File: src/rtl/mem_port_arbiter_pkg.sv
// -----------------------------------------------------------------------------
// mem_port_arbiter_pkg
// Shared definitions for the unified I/D syncram port arbiter:
//   - FSM state encoding (3-bit: IDLE=0, ISSUE_I=1, ISSUE_D=2, RESP_I=3, RESP_D=4)
//   - requester identifiers (REQ_I=0, REQ_D=1)
//   - helper that maps the fixed-priority parameter onto a requester id
// No ports; imported by mem_arb_pick and mem_port_arbiter.
// -----------------------------------------------------------------------------
package mem_port_arbiter_pkg;

    typedef enum logic [2:0] {
        IDLE    = 3'd0,
        ISSUE_I = 3'd1,
        ISSUE_D = 3'd2,
        RESP_I  = 3'd3,
        RESP_D  = 3'd4
    } arb_state_t;

    localparam logic REQ_I = 1'b0;
    localparam logic REQ_D = 1'b1;

    // Requester that wins a tie under fixed priority.
    function automatic logic fixed_pref(input logic d_prio);
        logic pref;
        if (d_prio) begin
            pref = REQ_D;
        end else begin
            pref = REQ_I;
        end
        return pref;
    endfunction

endpackage

File: src/rtl/mem_port_arbiter_pick.sv
// -----------------------------------------------------------------------------
// mem_arb_pick
// Combinational winner select between the fetch (I) and load/store (D)
// requesters.  A lone requester always wins; a tie is resolved either by the
// fixed D_PRIO preference or, when RR_EN is set, by the round-robin pointer.
// Ports:
//   i_req, d_req  in   request lines sampled by the arbiter in IDLE
//   rr_ptr        in   preferred requester for the next tie (RR mode only)
//   valid         out  at least one request present
//   win           out  winning requester id (REQ_I / REQ_D), 0 when !valid
// -----------------------------------------------------------------------------
module mem_arb_pick
    import mem_port_arbiter_pkg::*;
#(
    parameter bit D_PRIO = 1'b1,
    parameter bit RR_EN  = 1'b0
) (
    input  logic i_req,
    input  logic d_req,
    input  logic rr_ptr,
    output logic valid,
    output logic win
);

    logic tie_pref_s;

    // Tie preference: round-robin pointer or the fixed priority.
    always_comb begin
        tie_pref_s = REQ_I;
        if (RR_EN) begin
            tie_pref_s = rr_ptr;
        end else begin
            tie_pref_s = fixed_pref(D_PRIO);
        end
    end

    // Winner select.
    always_comb begin
        valid = 1'b0;
        win   = REQ_I;
        case ({d_req, i_req})
            2'b01: begin
                valid = 1'b1;
                win   = REQ_I;
            end
            2'b10: begin
                valid = 1'b1;
                win   = REQ_D;
            end
            2'b11: begin
                valid = 1'b1;
                win   = tie_pref_s;
            end
            default: begin
                valid = 1'b0;
                win   = REQ_I;
            end
        endcase
    end

endmodule

File: src/rtl/mem_port_arbiter.sv
// -----------------------------------------------------------------------------
// mem_port_arbiter
// Shares one syncram port between the CPU fetch port (I) and the load/store
// port (D).  One transaction is in flight at a time:
//   IDLE -> ISSUE_x (gnt, mem command) -> RESP_x (rvalid, reads only) -> IDLE
// Optional feature: define MEM_ARB_RR_EN to resolve ties round-robin
// (1-bit pointer, I preferred first after reset).  Without it ties follow
// D_PRIO and no pointer register exists.
// Ports:
//   clk, reset                         clock, synchronous active-high reset
//   i_req/i_addr                       fetch request (read only)
//   i_gnt/i_rvalid/i_rdata             fetch grant pulse, data valid pulse, data
//   d_req/d_wr/d_addr/d_wdata          load/store request
//   d_gnt/d_rvalid/d_rdata             data grant pulse, read valid pulse, data
//   mem_cs/mem_we/mem_addr/mem_din     syncram command
//   mem_dout                           syncram read data (one cycle after read)
// -----------------------------------------------------------------------------
module mem_port_arbiter
    import mem_port_arbiter_pkg::*;
#(
    parameter int ADDR_W = 32,
    parameter int DATA_W = 32,
    parameter int D_PRIO = 1
) (
    input  logic              clk,
    input  logic              reset,
    input  logic              i_req,
    input  logic [ADDR_W-1:0] i_addr,
    output logic              i_gnt,
    output logic              i_rvalid,
    output logic [DATA_W-1:0] i_rdata,
    input  logic              d_req,
    input  logic              d_wr,
    input  logic [ADDR_W-1:0] d_addr,
    input  logic [DATA_W-1:0] d_wdata,
    output logic              d_gnt,
    output logic              d_rvalid,
    output logic [DATA_W-1:0] d_rdata,
    output logic              mem_cs,
    output logic              mem_we,
    output logic [ADDR_W-1:0] mem_addr,
    output logic [DATA_W-1:0] mem_din,
    input  logic [DATA_W-1:0] mem_dout
);

    arb_state_t        state_r;
    logic [ADDR_W-1:0] addr_r;
    logic [DATA_W-1:0] wdata_r;
    logic              wr_r;
    logic              i_gnt_r;
    logic              d_gnt_r;
    logic              i_rvalid_r;
    logic              d_rvalid_r;
    logic              mem_cs_r;
    logic              mem_we_r;

    logic              pick_valid_s;
    logic              pick_win_s;
    logic              rr_ptr_s;
    logic              i_rvalid_s;
    logic              d_rvalid_s;

`ifdef MEM_ARB_RR_EN
    localparam bit RR_EN = 1'b1;

    logic rr_ptr_r;

    // Round-robin pointer: the loser of each arbitration is preferred next.
    always_ff @(posedge clk) begin
        if (reset) begin
            rr_ptr_r <= REQ_I;
        end else if ((state_r == IDLE) && pick_valid_s) begin
            rr_ptr_r <= ~pick_win_s;
        end else begin
            rr_ptr_r <= rr_ptr_r;
        end
    end

    assign rr_ptr_s = rr_ptr_r;
`else
    localparam bit RR_EN = 1'b0;

    assign rr_ptr_s = REQ_I;
`endif

    mem_arb_pick #(
        .D_PRIO (D_PRIO != 0),
        .RR_EN  (RR_EN)
    ) u_pick (
        .i_req  (i_req),
        .d_req  (d_req),
        .rr_ptr (rr_ptr_s),
        .valid  (pick_valid_s),
        .win    (pick_win_s)
    );

    // Arbiter FSM with capture registers and registered strobes.
    always_ff @(posedge clk) begin
        if (reset) begin
            state_r    <= IDLE;
            addr_r     <= {ADDR_W{1'b0}};
            wdata_r    <= {DATA_W{1'b0}};
            wr_r       <= 1'b0;
            i_gnt_r    <= 1'b0;
            d_gnt_r    <= 1'b0;
            i_rvalid_r <= 1'b0;
            d_rvalid_r <= 1'b0;
            mem_cs_r   <= 1'b0;
            mem_we_r   <= 1'b0;
        end else begin
            // Strobes are single-cycle; each state raises only its own.
            i_gnt_r    <= 1'b0;
            d_gnt_r    <= 1'b0;
            i_rvalid_r <= 1'b0;
            d_rvalid_r <= 1'b0;
            mem_cs_r   <= 1'b0;
            mem_we_r   <= 1'b0;
            case (state_r)
                IDLE: begin
                    if (pick_valid_s) begin
                        mem_cs_r <= 1'b1;
                        if (pick_win_s == REQ_D) begin
                            addr_r   <= d_addr;
                            wdata_r  <= d_wdata;
                            wr_r     <= d_wr;
                            mem_we_r <= d_wr;
                            d_gnt_r  <= 1'b1;
                            state_r  <= ISSUE_D;
                        end else begin
                            // Fetch never writes; write data keeps its last value.
                            addr_r   <= i_addr;
                            wr_r     <= 1'b0;
                            i_gnt_r  <= 1'b1;
                            state_r  <= ISSUE_I;
                        end
                    end else begin
                        state_r <= IDLE;
                    end
                end
                ISSUE_I: begin
                    i_rvalid_r <= 1'b1;
                    state_r    <= RESP_I;
                end
                ISSUE_D: begin
                    // A write completes at grant; only reads need a response cycle.
                    if (wr_r) begin
                        state_r <= IDLE;
                    end else begin
                        d_rvalid_r <= 1'b1;
                        state_r    <= RESP_D;
                    end
                end
                RESP_I: begin
                    state_r <= IDLE;
                end
                RESP_D: begin
                    state_r <= IDLE;
                end
                default: begin
                    state_r <= IDLE;
                end
            endcase
        end
    end

    // Reset during a response cycle suppresses that response immediately.
    assign i_rvalid_s = i_rvalid_r & ~reset;
    assign d_rvalid_s = d_rvalid_r & ~reset;

    // Read data passes straight from the syncram during the response cycle.
    always_comb begin
        i_rdata = {DATA_W{1'b0}};
        d_rdata = {DATA_W{1'b0}};
        if (i_rvalid_s) begin
            i_rdata = mem_dout;
        end else begin
            i_rdata = {DATA_W{1'b0}};
        end
        if (d_rvalid_s) begin
            d_rdata = mem_dout;
        end else begin
            d_rdata = {DATA_W{1'b0}};
        end
    end

    assign i_gnt    = i_gnt_r;
    assign d_gnt    = d_gnt_r;
    assign i_rvalid = i_rvalid_s;
    assign d_rvalid = d_rvalid_s;
    assign mem_cs   = mem_cs_r;
    assign mem_we   = mem_we_r;
    assign mem_addr = addr_r;
    assign mem_din  = wdata_r;

endmodule
File: config.mk
export PLATFORM = sky130hd
export DESIGN_NAME = mem_port_arbiter
export DESIGN_NICKNAME = d
export VERILOG_FILES = /design/src/rtl/mem_port_arbiter_pkg.sv /design/src/rtl/mem_port_arbiter_pick.sv /design/src/rtl/mem_port_arbiter.sv
export SDC_FILE = /design/constraint.sdc
export NUM_CORES = 1
export LEC_CHECK = 0
export BUFFER_PORTS_ARGS = -buffer_cell sky130_fd_sc_hd__buf_2
export CORE_MARGIN = 3
export CORE_UTILIZATION = 37
export CTS_CLUSTER_SIZE = 8
export DETAILED_ROUTE_END_ITERATION = 8
export MAX_ROUTING_LAYER = met4
export PLACE_DENSITY = 0.78
export SYNTH_ARGS = -nofsm -noshare
export SYNTH_HDL_FRONTEND = slang
export SYNTH_HIERARCHICAL = 1
export SYNTH_SLANG_ARGS = --single-unit
File: constraint.sdc
create_clock -name clk -period 1.3 [get_ports clk]
set_input_delay 0.065 -clock clk [delete_from_list [all_inputs] [get_ports clk]]
set_output_delay 0.065 -clock clk [all_outputs]
set_load 0.02 [all_outputs]
==> impl_metrics.csv, run 1 <==
group,metric,value,unit
place,hpwl,9320,um
timing,timing.final.crit_share,1.11,
timing,setup_ws,-141,ps
setup_path,cp_max_fo,8,
logic_synthesis,avgSynthCellArea,9.52,um2
timing,rsz0062_at_grt,"yes",
place,gp_congestion,0.816,
route,drc_errors,0,
clocking,cts.sinks,74,
setup_path,cp-startpoint,"state_r[1]$_SDFF_PP0_",
global_routing,antenna_found_initial,3,
setup_path,r2r_slack,-140,ps
status,violations,"setup timing",
setup_path,crit_end,"mem_din[16]$_SDFFE_PP0P_",
setup_path,cpMaxStageDelayCell,"dfxtp_2",
power,p_leak,3.20,nW
setup_path,crit_path_end_kind,"flop",
route,dr_wl_met3,879,um
floorplanning,rows,35,
logic_synthesis,syn-cell-area,3720,um2
final_layout,drive_gt1_frac,0.576,
timing,hold_viol,0,
setup_path,startpoint_type,"flop",
final_layout,fin_util,0.693,
final_layout,syn_to_final_growth,76.9,%
clocking,clock_latency,330,ps
place,dp_slack,-195,ps
timing,relSlewSlack,0.650,
place,portBuffers,266,
setup_path,reg2reg_from,"state_r[1]$_SDFF_PP0_",
power,vdd_drop_max,0.675,mV
clocking,cts_buffers,9,
logic_synthesis,syn-num-nets,524,
job,drv_cap,0,
timing,layout_min_cycle_time,1440,ps
hold_path,min_path_type,"in2reg",
floorplanning,die_h,106,um
logic_synthesis,syn_inst,391,
setup_path,critPathBufInv,2,
route,drt_iter0_markers,173,
setup_path,slowest_delay,340,ps
floorplanning,ioPinCount,267,
route,drtAntennaViolNets,0,
final_layout,fin_nets,832,
route,vias,4139,
route,wl_met2,7850,um
clocking,cts.clk_slew.worst_paths,80,ps
clocking,cts_max_path_buffers,2,
clocking,h-tree-depth,3,
route,dr.pass1.iters,4,
timing,fmax,0.694,GHz
floorplanning,die_x,106,um
clocking,cts_root_buf,"clkbuf_8",
route,wl_per_cell,17.2,um
setup_path,crit_chain,"nor4b_4 -> buf_4 -> and2_4 -> clkbuf_16 -> o21ai_0",
setup_path,reg2reg_depth,5,
global_routing,grt_pass1_wl,19600,um
global_routing,grt_pass1_vias,3992,
floorplanning,core,9500,um2
timing,worstMarginPinSlew,525,ps
setup_path,worstSetupPathDepth,5,
global_routing,grt_max_degree,69,
clocking,cts_tree,"done",
setup_path,critPathKind,"reg2reg",
final_layout,n_fill_cell,706,
floorplanning,die-area,11300,um2
global_routing,grt_use_total,0.221,
route,detail_route.vias_per_cell,4.96,
status,status,"finished, violations left",
power,power.density,1150,nW/um2
setup_path,r2r-end,"mem_din[16]$_SDFFE_PP0P_",
timing,finClkSkew,15.6,ps
route,drt-met1-wl,5080,um
route,routed_wirelength,14400,um
timing,slew_violations,0,
setup_path,cp.arrival,1650,ps
timing,finalSetupViolCount,93,
route,top_layer,"met4",
setup_path,crit_family,"simple AND/OR/NAND/NOR gates",
setup_path,worstPathRequired,1510,ps
global_routing,grt-ovfl-total,0,
floorplanning,initial_utilization,0.392,
logic_synthesis,yosys_warnings,6,
timing repair:
| item | CTS | global route |
|---|---|---|
| hold buffers | 25 | 1 |
| resized for setup | 27 | 161 |
| hold endpoints to repair | 25 | 1 |
| gates cloned | 2 | 5 |
| setup endpoints to repair | 132 | 131 |
| setup buffers | 9 | 8 |
| pin swaps | 1 | 33 |
tightest hold or removal path, delay by kind of cell:
family / cells / cell delay, ps
AOI/OAI and AO/OA: 1 / 70
buffers and inverters: 1 / 80
and+or+nand+nor: 1 / 100
through the flow:
stage	instance area, um2	instances	TNS [ps]	hold WS, ps	power, mW
6_report	6590	835	-5350	17.4	7.56
5_1_grt	6590	835	-13450	6.25	7.91
4_1_cts	5900	818	-5710	0.0293	7.15
3_5_place_dp	5270	767	-7880	288	4.86
3_3_place_gp	5270	767	-3930	287	4.79
2_1_floorplan	3720	391	0	187	4.03
layout make-up:
class | count | area, um2 | area share
clock inverter | 4 | 73.8 | 0.0112
clock buffer | 11 | 151 | 0.0230
multi-input combinational | 276 | 2200 | 0.334
antenna | 3 | 7.51 | 0.00114
sequential | 74 | 1480 | 0.225
inverter | 1 | 3.75 | 0.000570
timing repair buffer | 337 | 2510 | 0.381
tap | 129 | 161 | 0.0245
state kept, by name, indices dropped and copies added, names as in the netlist:
name	flops
i_gnt	1
i_rvalid_r	1
state_r	3
mem_din	32
mem_cs	1
d_rvalid_r	1
mem_addr	32
wr_r	1
mem_we	1
d_gnt	1
worst min-delay path by stage:
stage / start / endpoint / slack (ps) / cells after the start
2_1_floorplan: d_wr / mem_we$_SDFF_PP0_ / 190 / 1
3_3_place_gp: d_wr / mem_we$_SDFF_PP0_ / 290 / 2
3_5_place_dp: d_wr / mem_we$_SDFF_PP0_ / 290 / 2
4_1_cts: d_wdata[8] / mem_din[8]$_SDFFE_PP0P_ / 0.03 / 3
5_1_grt: d_wdata[22] / mem_din[22]$_SDFFE_PP0P_ / 6 / 3
6_report: d_wdata[22] / mem_din[22]$_SDFFE_PP0P_ / 20 / 3
per-layer routing:
metal,GRT usage,vias up
met5,-,-
met4,0.105,0
met3,0.0449,44
met2,0.406,204
met1,0.224,1921
li1,-,1970
power breakdown:
| group | internal, mW | total [mW] | switching [mW] |
|---|---|---|---|
| Clock | 1.18 | 2.03 | 0.848 |
| Sequential | 2.55 | 2.71 | 0.161 |
| Combinational | 1.38 | 2.83 | 1.45 |
cells in the final DEF (no fill, tap or decap), drive strengths merged, types with 3 or more instances in the layout:
master and n:
and2 68, dfxtp 74, clkbuf 16, a211oi 32, buf 306, nor2b 4, nand4b 32, mux2i 32
diode 3, nor2 32, nand2b 33, dlygate4sd3 26, o21ai 32
Power figures use the tool's default switching activity.
==> run 2: changes to the inputs <==
--- a/config.mk
+++ b/config.mk
@@ -6,6 +6,7 @@
 export NUM_CORES = 1
 export LEC_CHECK = 0
 export BUFFER_PORTS_ARGS = -buffer_cell sky130_fd_sc_hd__buf_2
+export CORE_ASPECT_RATIO = 1.75
 export CORE_MARGIN = 3
 export CORE_UTILIZATION = 37
 export CTS_CLUSTER_SIZE = 8
==> run 2 against run 1 <==
Clock-buffer cell count up 1. Non-clock buffer count down 15. The flow finishes with violations (hold timing, setup timing). Register-to-register slack worse by 30 ps. Largest power group unchanged. Highest routed layer unchanged. Via count up 1.1%. Global-route usage up 1.2 points. Flip-flop and latch count unchanged.
==> impl_metrics.csv, run 2 (synthesis results as in run 1) <==
group,metric,value,unit
status,status,"finished, violations left",
status,violations,"hold timing, setup timing",
timing,setup_ws,-170,ps
power,total_power,8.44,mW
floorplanning,ioPinCount,267,
timing,layout_min_cycle_time,1470,ps
global_routing,grt_use_total,0.234,
clocking,cts_root_buf,"clkbuf_16",
final_layout,final_cell_mix,"199 x buf_2, 77 x buf_6, 70 x dfxtp_1, 52 x and2_4, 33 x nand2b_1",
final_layout,final_cell_count_no_fill,820,
power,p_sw_frac,0.310,
timing,relSlewSlack,0.692,
timing,slew_violations,0,
final_layout,fin_nets,817,
job,drv_cap,0,
hold_path,worst_hold_path.endpoint,"mem_din[14]$_SDFFE_PP0P_",
route,top_layer,"met4",
route,detail_route.vias_per_cell,5.10,
final_layout,final_area,6870,um2
power,p_sw,2.62,mW
setup_path,critPathKind,"reg2reg",
place,gp_congestion,0.760,
route,drt_iter0_markers,232,
setup_path,crit_path_end_kind,"flop",
route,wl_met2,8280,um
timing,fmax,0.680,GHz
power,p_int,5.82,mW
floorplanning,core,9640,um2
power,p_leak,3.27,nW
global_routing,grt_max_degree,81,
timing,setup_tns,-8390,ps
timing,worstMarginPinSlew,461,ps
timing,hold_viol,1,
setup_path,cp-startpoint,"state_r[1]$_SDFF_PP0_",
hold_path,hold_path_depth,3,
clocking,cts_max_path_buffers,2,
route,routed_wirelength,15200,um
final_layout,syn_to_final_growth,84.5,%
place,dp.cells,758,
route,drc_errors,0,
place,hpwl,9550,um
setup_path,worstPathRequired,1540,ps
power,power.density,1230,nW/um2
clocking,h-tree-depth,3,
clocking,cts_buffers,9,
route,dr_wl_met3,1630,um
place,portBuffers,266,
power,p_clk_frac,0.323,
timing,whs,-1.65,ps
clocking,cts.sinks,74,
timing,timing.final.crit_share,1.13,
route,vias,4184,
route,drt-met1-wl,4910,um
clocking,cts_tree,"done",
floorplanning,die_x,81.8,um
power,vdd_drop_max,1.11,mV
route,dr.pass1.iters,7,
setup_path,r2r_slack,-170,ps
final_layout,mostFrequentLayoutCell,"buf_2",
setup_path,cp.arrival,1710,ps
route,wl_per_cell,18.5,um
power,combinationalPowerShare,0.352,
floorplanning,die_h,139,um
global_routing,grt-ovfl-total,0,
floorplanning,rows,47,
floorplanning,die-area,11300,um2
clocking,clock_latency,330,ps
global_routing,grt_pass1_vias,3985,
timing,rsz0062_at_grt,"yes",
place,dp_slack,-149,ps
final_layout,fin_util,0.712,
setup_path,r2r-end,"mem_din[17]$_SDFFE_PP0P_",
route,drtAntennaViolNets,0,
global_routing,antenna_found_initial,8,
timing,finalSetupViolCount,126,
global_routing,grt_pass1_wl,19800,um
setup_path,reg2reg_from,"state_r[1]$_SDFF_PP0_",
clocking,cts.clk_slew.worst_paths,60,ps
final_layout,drive_gt1_frac,0.652,
setup_path,cp_max_fo,5,
power,seqPwrFrac,0.325,
floorplanning,initial_utilization,0.386,
setup_path,reg2reg_depth,6,
hold_path,hp-start,"d_wdata[14]",
setup_path,startpoint_type,"flop",
timing,finClkSkew,6.44,ps
hold_path,min_path_type,"in2reg",
place,dpl_cell_area,5230,um2
run 2: power groups by stage:
stage          combinational (mW)  clock (mW)  sequential [mW]
5_1_grt                      3.16        2.88             2.77
3_5_place_dp                 2.07           0             2.74
2_1_floorplan               0.991           0             3.04
4_1_cts                      2.63        2.76             2.70
6_report                     2.97        2.72             2.74
3_3_place_gp                 1.99           0             2.73
run 2: layout make-up:
| class | count | area (um2) |
|---|---|---|
| fill | 666 | 2780 |
| timing repair buffer | 322 | 2570 |
| multi-input combinational | 276 | 2300 |
| sequential | 74 | 1490 |
| clock buffer | 12 | 256 |
| tap | 122 | 153 |
| clock inverter | 4 | 73.8 |
| antenna | 9 | 22.5 |
| inverter | 1 | 3.75 |
run 2: worst max-delay path by stage:
stage,end,slack (ps)
2_1_floorplan,mem_addr[21]$_SDFFE_PP0P_,20
3_3_place_gp,mem_din[22]$_SDFFE_PP0P_,-60
3_5_place_dp,mem_din[24]$_SDFFE_PP0P_,-150
4_1_cts,i_rdata[7],-110
5_1_grt,mem_din[17]$_SDFFE_PP0P_,-220
6_report,mem_din[17]$_SDFFE_PP0P_,-170
run 2: timing repair:
item / 4_1_cts / 5_1_grt
gates resized for setup: 148 / 144
hold endpoints to repair: 7 / 0
pin swaps: 24 / 42
gates cloned: 5 / 6
hold buffers: 7 / 0
endpoints found under the setup margin: 131 / 134
buffers inserted: 17 / 4
run 2: critical path: stages, from the launching register on:
cell,delay [ps]
dfxtp_2,340
nor4b_4,320
buf_4,200
buf_4,130
clkbuf_16,140
nand4b_1,110
o21ai_1,150
run 2: layer usage:
layer,global-route usage,vias to the layer above
met4,0.0867,0
li1,-,1956
met5,-,-
met1,0.213,1965
met2,0.425,233
met3,0.0839,30
